==> config.mk <==
export PLATFORM = sky130hd
export DESIGN_NAME = i3c_target_hdr_ddr_rx
export DESIGN_NICKNAME = d
export VERILOG_FILES = /design/src/rtl/i3c_target_hdr_ddr_rx.sv
export SDC_FILE = /design/constraint.sdc
export NUM_CORES = 1
export LEC_CHECK = 0
export ABC_CLOCK_PERIOD_IN_PS = 1900
export BUFFER_PORTS_ARGS = -buffer_cell sky130_fd_sc_hd__buf_4
export CELL_PAD_IN_SITES_DETAIL_PLACEMENT = 1
export CELL_PAD_IN_SITES_GLOBAL_PLACEMENT = 2
export CORE_MARGIN = 2
export CORE_UTILIZATION = 34
export CTS_BUF_LIST = sky130_fd_sc_hd__clkbuf_4
export CTS_CLUSTER_SIZE = 10
export DETAILED_ROUTE_END_ITERATION = 16
export GPL_ROUTABILITY_DRIVEN = 0
export PLACE_DENSITY = 0.81
export RECOVER_POWER = 25
export SETUP_SLACK_MARGIN = 0.05
export SLEW_MARGIN = 20
export SYNTH_ARGS = -nofsm -noshare
export SYNTH_HDL_FRONTEND = slang
export SYNTH_SLANG_ARGS = --single-unit
export TNS_END_PERCENT = 50
==> constraint.sdc <==
create_clock -name i_sdr_clk -period 1.9 [get_ports i_sdr_clk]
set_input_delay 0 -clock i_sdr_clk [delete_from_list [all_inputs] [get_ports i_sdr_clk]]
set_output_delay 0 -clock i_sdr_clk [all_outputs]
set_load 0.005 [all_outputs]
==> src/rtl/i3c_target_hdr_ddr_rx.sv <==
// rtl/i3c_target_hdr_ddr_rx.sv - HDR-DDR target word receiver with Exit/Restart detection
// Optional input synchronizer: define I3C_HDR_RX_SYNC_EN.
module i3c_target_hdr_ddr_rx #(
  parameter int EXIT_FALL_CNT    = 4,
  parameter int RESTART_FALL_CNT = 2
) (
  input  logic        i_sdr_clk,
  input  logic        i_sdr_rst,
  input  logic        i_hdr_en,
  input  logic        i_scl,
  input  logic        i_sda,
  output logic [15:0] o_hdr_word,
  output logic        o_hdr_word_valid,
  output logic        o_hdr_word_is_cmd,
  output logic        o_hdr_parity_err,
  output logic        o_hdr_preamble_err,
  output logic        o_hdr_exit,
  output logic        o_hdr_restart,
  output logic        o_hdr_active
);

  typedef enum logic [1:0] {IDLE, ACTIVE, WAIT_DIS} state_t;

  localparam logic [2:0] EXIT_CNT    = 3'(EXIT_FALL_CNT);
  localparam logic [2:0] RESTART_CNT = 3'(RESTART_FALL_CNT);

  state_t      state, state_n;
  logic        scl_d, sda_d;
  logic        scl_q, scl_qq, sda_q, sda_qq;
  logic [2:0]  fall_cnt, fall_inc;
  logic [4:0]  bit_cnt;
  logic [19:0] shift_q;
  logic        done_q, exit_q, restart_q;
  logic        scl_rise, scl_edge, sda_fall, exit_hit, restart_hit;
  logic        do_shift, do_done, do_exit, do_restart, do_clr;
  logic [15:0] payload;
  logic [1:0]  parity_exp;

`ifdef I3C_HDR_RX_SYNC_EN
  logic [1:0] scl_sync, sda_sync;

  always_ff @(posedge i_sdr_clk) begin
    if (i_sdr_rst) begin
      scl_sync <= 2'b00;
      sda_sync <= 2'b00;
    end else begin
      scl_sync <= {scl_sync[0], i_scl};
      sda_sync <= {sda_sync[0], i_sda};
    end
  end

  assign scl_d = scl_sync[1];
  assign sda_d = sda_sync[1];
`else
  assign scl_d = i_scl;
  assign sda_d = i_sda;
`endif

  // Edges are seen between the edge register and its previous value.
  assign scl_rise = scl_q & ~scl_qq;
  assign scl_edge = scl_q ^ scl_qq;
  assign sda_fall = ~sda_q & sda_qq & ~scl_q;
  assign fall_inc = (fall_cnt == 3'd7) ? 3'd7 : fall_cnt + 3'd1;
  assign exit_hit = sda_fall && (fall_inc >= EXIT_CNT);
  assign restart_hit = scl_rise && (fall_cnt >= RESTART_CNT) && (fall_cnt < EXIT_CNT);

  assign payload    = shift_q[17:2];
  assign parity_exp = {^(payload & 16'hAAAA), ~^(payload & 16'h5555)};
  assign o_hdr_active = (state == ACTIVE);

  always_ff @(posedge i_sdr_clk) begin
    if (i_sdr_rst) state <= IDLE;
    else           state <= state_n;
  end

  always_comb begin
    state_n    = state;
    do_shift   = 1'b0;
    do_done    = 1'b0;
    do_exit    = 1'b0;
    do_restart = 1'b0;
    do_clr     = 1'b0;
    case (state)
      IDLE: begin
        do_clr = 1'b1;
        if (i_hdr_en) state_n = ACTIVE;
      end
      ACTIVE: begin
        // Exit beats Restart, and Restart beats the 20th bit.
        if (exit_hit) begin
          do_exit = 1'b1;
          do_clr  = 1'b1;
          state_n = WAIT_DIS;
        end else if (restart_hit) begin
          do_restart = 1'b1;
          do_clr     = 1'b1;
        end else if (scl_edge) begin
          do_shift = 1'b1;
          do_done  = (bit_cnt == 5'd19);
        end
      end
      WAIT_DIS: do_clr = 1'b1;
      default: state_n = IDLE;
    endcase
    if (!i_hdr_en) begin
      state_n    = IDLE;
      do_done    = 1'b0;
      do_exit    = 1'b0;
      do_restart = 1'b0;
      do_clr     = 1'b1;
    end
  end

  always_ff @(posedge i_sdr_clk) begin
    if (i_sdr_rst) begin
      scl_q              <= 1'b0;
      scl_qq             <= 1'b0;
      sda_q              <= 1'b0;
      sda_qq             <= 1'b0;
      fall_cnt           <= 3'd0;
      bit_cnt            <= 5'd0;
      shift_q            <= 20'd0;
      done_q             <= 1'b0;
      exit_q             <= 1'b0;
      restart_q          <= 1'b0;
      o_hdr_word         <= 16'h0000;
      o_hdr_word_valid   <= 1'b0;
      o_hdr_word_is_cmd  <= 1'b0;
      o_hdr_parity_err   <= 1'b0;
      o_hdr_preamble_err <= 1'b0;
      o_hdr_exit         <= 1'b0;
      o_hdr_restart      <= 1'b0;
    end else begin
      scl_q  <= scl_d;
      scl_qq <= scl_q;
      sda_q  <= sda_d;
      sda_qq <= sda_q;

      if (do_clr || scl_edge) fall_cnt <= 3'd0;
      else if (sda_fall)      fall_cnt <= fall_inc;

      if (do_clr)        bit_cnt <= 5'd0;
      else if (do_shift) bit_cnt <= (bit_cnt == 5'd19) ? 5'd0 : bit_cnt + 5'd1;

      if (do_shift) shift_q <= {shift_q[18:0], sda_q};

      done_q    <= do_done;
      exit_q    <= do_exit;
      restart_q <= do_restart;

      // Second stage decodes the frame captured one cycle earlier.
      o_hdr_word_valid <= done_q && i_hdr_en && (state == ACTIVE);
      if (done_q && i_hdr_en && (state == ACTIVE)) begin
        o_hdr_word         <= payload;
        o_hdr_word_is_cmd  <= (shift_q[19:18] == 2'b01);
        o_hdr_preamble_err <= (shift_q[19:18] == 2'b00);
        o_hdr_parity_err   <= (shift_q[1:0] != parity_exp);
      end
      o_hdr_exit    <= exit_q && i_hdr_en;
      o_hdr_restart <= restart_q && i_hdr_en;
    end
  end

endmodule

==> impl_metrics.py <==
metrics = {
    "outcome": {
        "status": "complete, but fails checks",
        "violations": "negative setup slack",
    },
    "yosys": {
        "netlist_area_um2": 2332,
        "synth_nets": 256,
        "yosys-top-cells-area": "dfxtp_1 51%, mux2i_1 9.0%, nand2_1 6.0%",
        "synth_cell_types": 34,
        "yosys.area.top_type_share_pct": 50.64,
        "async_reset_ff_share_pct": 0,
        "synth_top_flop_cell": "dfxtp_1",
        "synth-edff-count": 0,
        "syn_area_per_cell_um2": 9.442,
        "synth.most_common_cell": "dfxtp_1",
        "synth_area_leader_cell": "dfxtp_1",
        "ys_seq_area_share_pct": 50.64,
        "yosysWarnings": 0,
        "ys_ff_latch": 59,
        "ys_top_cells_by_count": "59 x dfxtp_1, 37 x nand2_1, 25 x nor2_1, 23 x a21oi_1, 21 x mux2i_1",
        "synthCells": 247,
    },
    "worst_setup_path": {
        "r2r-end": "bit_cnt[2]",
        "r2r_slack_ns": -0.09,
        "critPathMaxFanout": 5,
        "r2r_cells": 5,
        "end_kind": "flip-flop",
        "rr_startpoint": "scl_q",
        "cp-start-kind": "flip-flop",
        "worst-endpoint-required_ns": 2.25,
        "critPathArrivalTime_ns": 2.34,
        "critPathKind": "flip-flop to flip-flop",
    },
    "power": {
        "power_frac_seq_pct": 61.7,
        "p_leak_nw": 1.251,
        "ir_drop_mv": 0.3307,
        "power_density_nw_per_um2": 708.5,
        "power_switching_w": 0.0004787,
        "clock_power_share_pct": 34.0,
        "intPower_w": 0.001541,
        "switching_share_pct": 23.71,
        "power_w": 0.002019,
        "pwr-share-comb_pct": 4.3,
    },
    "worst_hold_path": {
        "hp-class": "primary input to flip-flop",
        "hold_end": "shift_q[18]",
        "hold_start": "i_sdr_rst",
        "worstHoldPathCells": 2,
    },
    "routing": {
        "drt_iter0_drc": 55,
        "routed_wl_um": 4906,
        "vias": 1820,
        "viasPerCell": 4.840,
        "firstDrtPassIters": 4,
        "drc": 0,
        "final_antenna_net_count": 0,
        "wl_per_cell_um": 13.05,
    },
    "cells_and_area": {
        "nFillCells": 803,
        "drive_gt1_share_pct": 22.64,
        "antenna_cells": 0,
        "multi_input_area_um2": 1109,
        "design_area_um2": 2850,
        "num-nets-final": 301,
        "area.growth.synth_to_final_pct": 22.21,
        "final_core_util_pct": 42.42,
        "seqCellArea_um2": 1185,
    },
    "timing": {
        "period_share_pct": 104.9,
        "setup_viol": 4,
        "tns_ns": -0.09908,
        "rsz0062_at_grt": "true",
        "setup_slack_ns": -0.09278,
        "min_period_ns": 1.993,
        "max_freq_mhz": 501.8,
        "slew-limit-headroom_pct": 69.30,
        "drv_slew": 0,
        "final_hold_viol_count": 0,
        "fin_skew_ns": 0.01464,
        "worst_pin_slew_ns": 0.4605,
    },
    "global_routing": {
        "overflow": 0,
        "grt_pass1_wl_um": 8500,
        "grt_usage_pct": 14.66,
        "grt_pass1_vias": 1800,
        "antenna_found_initial": 0,
        "grt_max_degree": 47,
    },
    "clocking": {
        "cts_tree": "yes",
        "clock_path_buffers": 2,
        "cts_max_level": 3,
        "clk_pin_slew_worst_paths_ns": 0.10,
        "root_buffer": "clkbuf_4",
        "clk-insertion-delay-late_ns": 0.40,
        "cts_sinks": 59,
        "cts_buffers": 9,
    },
    "placement": {
        "hpwlAfterDp_um": 3222,
        "io_buffers": 27,
        "placed_area_um2": 2670,
    },
    "die": {
        "io_pins": 28,
        "dieArea_um2": 7538,
        "fp.coreArea_um2": 6719,
        "die_h_um": 86.82,
        "fp.dieW_um": 86.82,
        "start_util_pct": 34.71,
        "rows": 30,
    },
    "run": {
        "cap_viol_max_count": 0,
    },
}
[final cells by class]
cell class,instances,area share (%)
Sequential cell,59,41.57
Multi-Input combinational cell,173,38.89
Timing Repair Buffer,45,12.12
Tap cell,80,3.512
Clock buffer,10,2.634
Clock inverter,5,0.7463
Inverter,4,0.5268
[layer usage]
layer / vias up / GRT usage (%) / routed length, um
li1: 920 / - / -
met1: 861 / 18.59 / 2366
met2: 28 / 22.07 / 2239
met3: 11 / 4.286 / 167
met4: 0 / 8.523 / 133
met5: - / 0 / 0
[critical path: stages (launching register included)]
cell and delay (ns):
dfxtp_2 0.35, ha_4 0.24, or3b_4 0.38, a221o_2 0.36
or4_4 0.49, a21oi_2 0.13
[power groups by stage]
stage                logic, W  registers [W]  clock network (W)
finish              0.0000873        0.00125           0.000686
global route        0.0000966        0.00125           0.000783
CTS                 0.0000873        0.00125           0.000727
detailed placement  0.0000765        0.00127                  0
global placement    0.0000754        0.00127                  0
floorplan           0.0000518        0.00127                  0
[through the flow]
step / hold WS [ns] / instances / worst slack [ns]
after floorplan: 0.1282 / 247 / 0.009803
after global placement: 0.2163 / 356 / -0.1235
after detailed placement: 0.2181 / 356 / -0.1807
after CTS: 0.0009759 / 376 / -0.06897
after global routing: 0.03347 / 376 / -0.1382
final: 0.02478 / 376 / -0.09278
[placed cells by master, fill, tap and decap left out, types with 2 or more instances in the layout]
cell	netlist	final
dfxtp_1	59	56
buf_4	0	31
nand2_1	37	37
and2_0	0	2
nand3_1	4	4
or3_1	3	3
and3_1	2	2
or2_2	2	2
o21ai_0	5	5
a21oi_1	23	21
inv_1	4	3
nor2_1	25	25
clkbuf_4	0	21
clkinv_2	0	2
nor3_1	4	3
dfxtp_2	0	3
nand3b_1	3	3
clkinv_1	0	3
xnor3_1	2	2
xnor2_1	9	9
xor2_1	3	3
nor2b_1	8	8
ha_1	4	3
nand2b_1	2	2
mux2i_1	21	21
dlygate4sd3_1	0	3
a21oi_2	0	2
[cells by family (layout without fill, tap and decap cells)]
kind of cell / count (synthesis) / count (layout) / share of synthesized area [%]
buffers and inverters: 16 / 64 / 3.648
xor gates and xnor gates: 14 / 14 / 6.438
AOI/OAI and AO/OA: 34 / 35 / 8.048
and+or+nand+nor: 99 / 99 / 20.06
adders and majority gates: 4 / 4 / 2.146
DFF: 59 / 59 / 50.64
muxes: 21 / 21 / 9.013
[worst max-delay path by stage]
stage,startpoint,end,slack [ns],cells after the start
floorplan,scl_q,bit_cnt[3],0.01,6
global placement,scl_qq,bit_cnt[2],-0.12,6
detailed placement,scl_qq,bit_cnt[2],-0.18,6
CTS,scl_q,bit_cnt[2],-0.07,5
global route,scl_qq,bit_cnt[2],-0.14,6
finish,scl_q,bit_cnt[2],-0.09,5
[flip-flops by register name, summed over array words and instances (netlist names)]
| signal | cells |
|---|---|
| sda_qq | 1 |
| shift_q | 20 |
| o_hdr_word | 16 |
| fall_cnt | 3 |
| o_hdr_restart | 1 |
| restart_q | 1 |
| bit_cnt | 5 |
| state | 2 |
| o_hdr_exit | 1 |
| o_hdr_word_valid | 1 |
| done_q | 1 |
| o_hdr_preamble_err | 1 |
| scl_q | 1 |
| exit_q | 1 |
| o_hdr_word_is_cmd | 1 |
| o_hdr_parity_err | 1 |
| sda_q | 1 |
| scl_qq | 1 |
[repair_timing]
action,in CTS,in global routing
resized for setup,6,5
gates cloned,1,0
buffers inserted,1,0
pin swaps,7,3
hold endpoints to repair,5,0
endpoints found under the setup margin,27,27
hold buffers,3,0
(Power assumes the default switching activity.)
